File: src/rtl/input_cond_pkg.sv
// Shared types and helpers for the input-conditioning (debounce) block.
package input_cond_pkg;

    typedef enum logic {
        ST_STABLE  = 1'b0,
        ST_PENDING = 1'b1
    } db_state_t;

    // Bits needed to hold a count running from 0 up to db_cycles.
    function automatic int unsigned cnt_width(input int unsigned db_cycles);
        return $clog2(db_cycles + 1);
    endfunction

endpackage

File: src/rtl/debounce_ch.sv
// One debounce channel: synchroniser chain, qualify FSM with stability counter, edge pulses.
// Edge pulses exist only when INPUT_DEBOUNCE_EDGE_EN is defined; otherwise rise/fall are tied low.
module debounce_ch
    import input_cond_pkg::*;
#(
    parameter int unsigned SYNC_STAGES = 2,
    parameter int unsigned DB_CYCLES   = 120000
) (
    input  logic clk,
    input  logic rst_n,
    input  logic raw,
    output logic db,
    output logic rise,
    output logic fall
);

    localparam int unsigned CNT_W = cnt_width(DB_CYCLES);
    // Count value on which the DB_CYCLES-th consecutive differing clock is seen.
    localparam logic [CNT_W-1:0] CNT_LAST = CNT_W'(DB_CYCLES - 1);

    logic [SYNC_STAGES-1:0] sync_r;
    logic                   sync_q;

    db_state_t        state, state_nxt;
    logic [CNT_W-1:0] cnt, cnt_nxt;
    logic             db_nxt;

    // Synchroniser: raw is touched by nothing but the first flop.
    always_ff @(posedge clk or negedge rst_n) begin
        if (!rst_n) begin
            sync_r <= '0;
        end else begin
            sync_r <= {sync_r[SYNC_STAGES-2:0], raw};
        end
    end

    assign sync_q = sync_r[SYNC_STAGES-1];

    always_ff @(posedge clk or negedge rst_n) begin
        if (!rst_n) begin
            state <= ST_STABLE;
            cnt   <= '0;
            db    <= 1'b0;
        end else begin
            state <= state_nxt;
            cnt   <= cnt_nxt;
            db    <= db_nxt;
        end
    end

    // Any clock where sync_q matches db again throws away the partial count.
    always_comb begin
        state_nxt = state;
        cnt_nxt   = cnt;
        db_nxt    = db;
        case (state)
            ST_STABLE: begin
                cnt_nxt = '0;
                if (sync_q != db) begin
                    if (DB_CYCLES == 1) begin
                        db_nxt = sync_q;
                    end else begin
                        state_nxt = ST_PENDING;
                        cnt_nxt   = CNT_W'(1);
                    end
                end
            end
            ST_PENDING: begin
                if (sync_q == db) begin
                    state_nxt = ST_STABLE;
                    cnt_nxt   = '0;
                end else if (cnt == CNT_LAST) begin
                    db_nxt    = sync_q;
                    state_nxt = ST_STABLE;
                    cnt_nxt   = '0;
                end else begin
                    cnt_nxt = cnt + CNT_W'(1);
                end
            end
            default: begin
                state_nxt = ST_STABLE;
                cnt_nxt   = '0;
            end
        endcase
    end

`ifdef INPUT_DEBOUNCE_EDGE_EN
    logic db_d;

    // Pulses land in the clock after db changes and last exactly one clock.
    always_ff @(posedge clk or negedge rst_n) begin
        if (!rst_n) begin
            db_d <= 1'b0;
            rise <= 1'b0;
            fall <= 1'b0;
        end else begin
            db_d <= db;
            rise <= db & ~db_d;
            fall <= ~db & db_d;
        end
    end
`else
    assign rise = 1'b0;
    assign fall = 1'b0;
`endif

endmodule

File: src/rtl/input_debounce.sv
// N_CH-wide synchronise-and-debounce stage for raw buttons/switches.
// Define INPUT_DEBOUNCE_EDGE_EN to enable the btn_rise/btn_fall pulse outputs.
module input_debounce
    import input_cond_pkg::*;
#(
    parameter int unsigned N_CH        = 3,
    parameter int unsigned SYNC_STAGES = 2,
    parameter int unsigned DB_CYCLES   = 120000
) (
    input  logic            clk,
    input  logic            rst_n,
    input  logic [N_CH-1:0] btn_raw,
    output logic [N_CH-1:0] btn_db,
    output logic [N_CH-1:0] btn_rise,
    output logic [N_CH-1:0] btn_fall
);

    if (SYNC_STAGES < 2 || DB_CYCLES == 0) begin : g_bad_cfg
        $error("input_debounce: need SYNC_STAGES>=2 and DB_CYCLES>=1");
    end

    // Channels share nothing but clock and reset.
    for (genvar ch = 0; ch < N_CH; ch++) begin : g_ch
        debounce_ch #(
            .SYNC_STAGES (SYNC_STAGES),
            .DB_CYCLES   (DB_CYCLES)
        ) u_ch (
            .clk  (clk),
            .rst_n(rst_n),
            .raw  (btn_raw[ch]),
            .db   (btn_db[ch]),
            .rise (btn_rise[ch]),
            .fall (btn_fall[ch])
        );
    end

endmodule
File: config.mk
export PLATFORM = sky130hd
export DESIGN_NAME = input_debounce
export DESIGN_NICKNAME = d
export VERILOG_FILES = /design/src/rtl/input_cond_pkg.sv /design/src/rtl/debounce_ch.sv /design/src/rtl/input_debounce.sv
export SDC_FILE = /design/constraint.sdc
export NUM_CORES = 1
export LEC_CHECK = 0
export CORE_UTILIZATION = 50
export CTS_BUF_LIST = sky130_fd_sc_hd__clkbuf_8
export CTS_CLUSTER_DIAMETER = 50
export CTS_CLUSTER_SIZE = 20
export DETAILED_ROUTE_END_ITERATION = 8
export PLACE_DENSITY = 0.71
export SLEW_MARGIN = 20
export SYNTH_ARGS = -nofsm -noshare
export SYNTH_HDL_FRONTEND = slang
export SYNTH_SLANG_ARGS = --single-unit
File: constraint.sdc
create_clock -name clk -period 2.2 [get_ports clk]
set_clock_uncertainty 0.2 [all_clocks]
set_input_delay 0.22 -clock clk [delete_from_list [all_inputs] [get_ports clk]]
set_output_delay 0.22 -clock clk [all_outputs]
set_load 0.02 [all_outputs]
==> out/metrics.cfg <==
[final_layout]
drive_gt1_share_pct=17.1
n_antenna_cell=0
finalNonFillerCells=420
layout.nets=348
area_growth_pct=18.4
fill_cells=467

[detailed_routing]
viasPerCell=5.26
drc=0
dr.first_iter.drc_count=166
post_drt_wl_per_cell_um=13.3
num_vias=2210
first_pass_iters=7
wl_mm=5.58
drtAntennaViolNets=0

[timing]
finalCriticalPeriod_ns=2.19
worst_pin_slew_ns=0.509
final_hold_viol_count=0
slew_headroom_pct=66.1
finalSetupViolCount=0
finalMaxSlewViolations=0
setup_ws_ns=0.0130
max_freq_mhz=457
whs_ns=0.110
period_share_pct=99.4
grt_setup_unrepaired=yes

[die]
ioPinCount=14
core_area_sq_mm=0.00589
die_w_um=80.1
initial_core_util_pct=51.8
fp.dieH_um=80.1
num_rows=28
dieArea_sq_mm=0.00642

[clock_tree]
htreeDepth=3
clock_latency_ns=0.34
clk_pin_slew_ns=0.07
clockBufferDepth=2
cts_tree=built
cts-root-buf=clkbuf_8
cts_made_buffers=9
clkSinkCount=63

[worst_setup_path]
critPathMaxFanout=4
critical_path.startpoint=g_ch[0].u_ch.cnt[15]
reg2reg_slack_ns=0.01
critPathLaunchType=register
critPathKind=reg2reg
arrival_ns=2.21
rr_startpoint=g_ch[0].u_ch.cnt[15]
crit_end=g_ch[0].u_ch.db
end_kind=register
cp.required_ns=2.22
worst_r2r_path_depth=4
reg2reg_to=g_ch[0].u_ch.db

[synth]
muxShareOfSynthArea_pct=1.11
synthFlopType=dfrtp_1
syn-cell-area_sq_mm=0.00305
yosys.area_share.simple_pct=25.6
yosysTopAreaCell=dfrtp_1
synth_area_leaders=dfrtp_1 52%, xnor2_1 11%, nor2_1 6.9%
seq_area_frac_synth_pct=51.7
synth.distinct_cells=35
synth_edf_count=0
synth_common_cells=63 x dfrtp_1, 56 x nor2_1, 38 x xnor2_1
synth_fa_ha_area_share_pct=1.23
synth_top_family_by_area=simple AND/OR/NAND/NOR gates
yosys_warnings=0
async_flop_share_pct=100
ys_ff_latch=63
synth_compound_area_share_pct=1.76
avgSynthCellArea_sq_um=10.1
synth_most_common_cell=dfrtp_1
synth_cells=303
synth_top_area_share_pct=51.7
synth-xor-area-share_pct=13.5

[grt]
grt_pass1_wl_mm=9.40
grt_max_degree=33
track_usage_pct=19.6
antenna_found_initial=0
grt_pass1_vias=2120
grt.overflow.total=0

[power_and_ir_drop]
seq_power_share_pct=52.1
ir_drop_mv=0.370
pwr-share-comb_pct=4.4
p_sw_uw=540
power_mw=2.27
power.leakage_nw=1.41
switching_share_pct=23.7
powerDensity_mw_per_mm2=629
p_clk_share_pct=43.5
p_int_mw=1.73

[placed_design]
pre_cts_ws_ns=0.00946
hpwlAfterDp_mm=3.81
port_buffers=7
dp_cells=400
gp_congestion=0.904

[run]
maxCapViolations=0

[min_path]
min_from=btn_raw[2]
hp-class=in2reg

[run_status]
outcome=finished, final reports clean

-- metal layers --
layer	routed length, um	global-route usage (%)	up-vias	part of all wire (%)
met5	0	0	-	0
met2	2660	30.1	49	48
met4	116	11.8	0	2.1
met3	175	3.75	11	3.1
met1	2620	25.9	1050	47
li1	-	-	1100	-
-- final cells by class --
type | count | area [sq um] | share of cell area [%]
inverter | 9 | 33.8 | 0.935
multi-input combinational | 217 | 1360 | 37.6
timing repair buffer | 40 | 353 | 9.77
tap | 75 | 93.8 | 2.60
clock inverter | 7 | 73.8 | 2.04
clock buffer | 9 | 124 | 3.43
sequential | 63 | 1580 | 43.6
-- kinds of logic after synthesis --
logic type,after synthesis
buffers and inverters,28
muxes,3
AOI/OAI and AO/OA,6
other,1
and+or+nand+nor,152
xor gates and xnor gates,47
adders and majority gates,3
DFF,63
-- sequential cells by signal, summed over array words and instances, names as in the netlist --
| signal | cells |
|---|---|
| g_ch.u_ch.cnt | 51 |
| g_ch.u_ch.sync_r | 6 |
| g_ch.u_ch.db | 3 |
| g_ch.u_ch.state | 3 |
-- power by group through the flow --
stage / combinational [mW] / sequential [mW] / clock [mW]
global placement: 0.0978 / 1.20 / 0
global route: 0.114 / 1.19 / 1.05
finish: 0.0994 / 1.18 / 0.990
CTS: 0.102 / 1.18 / 1.01
floorplan: 0.0538 / 1.20 / 0
detailed placement: 0.100 / 1.21 / 0
-- repair_timing --
item	CTS	global route
pin swaps	0	2
setup endpoints to repair	1	19
resized for setup	1	3
endpoints found under the hold margin	20	0
setup buffers	0	3
hold buffers	1	0
-- cells in the final DEF, fill, tap and decap left out, types with 3 or more instances in the layout --
| master | netlist | layout |
|---|---|---|
| clkdlybuf4s50_1 | 0 | 6 |
| buf_12 | 0 | 3 |
| clkinv_4 | 0 | 3 |
| buf_4 | 9 | 29 |
| nand4_1 | 16 | 16 |
| dfrtp_1 | 63 | 63 |
| ha_1 | 3 | 3 |
| xnor2_1 | 38 | 38 |
| inv_1 | 9 | 9 |
| xor2_1 | 9 | 9 |
| a211oi_1 | 3 | 3 |
| nor2_1 | 56 | 56 |
| clkbuf_8 | 0 | 9 |
| nor4_1 | 15 | 13 |
| nand2_1 | 16 | 16 |
| nand3_1 | 18 | 18 |
| or4b_1 | 3 | 3 |
| nor3_1 | 13 | 13 |
| conb_1 | 1 | 6 |
-- worst min-delay path by stage --
stage                                   to  slack (ns)  cells after the start
floorplan              g_ch[0].u_ch.cnt[0]       -0.28                      0
global placement      g_ch[2].u_ch.cnt[12]        0.01                      1
detailed placement    g_ch[2].u_ch.cnt[12]        0.02                      1
CTS                 g_ch[2].u_ch.sync_r[0]        0.11                      1
global route        g_ch[0].u_ch.sync_r[0]        0.11                      1
finish              g_ch[2].u_ch.sync_r[0]        0.11                      1
-- worst max-delay path, stage by stage (launching register included) --
cell and delay [ns]:
dfrtp_1 0.39, or4bb_1 0.48, or4_4 0.56, nor2_4 0.13, mux2_4 0.31
-- stage by stage --
| stage | setup TNS [ns] | instance area [sq um] | util [%] |
|---|---|---|---|
| floorplan | 0 | 3070 | - |
| global placement | 0 | 3360 | 57.1 |
| detailed placement | 0 | 3360 | 57.1 |
| CTS | 0 | 3570 | 60.7 |
| global route | -0.104 | 3610 | 61.4 |
| finish | 0 | 3610 | 61.4 |
Note: power is estimated with default switching activity, not from simulation.
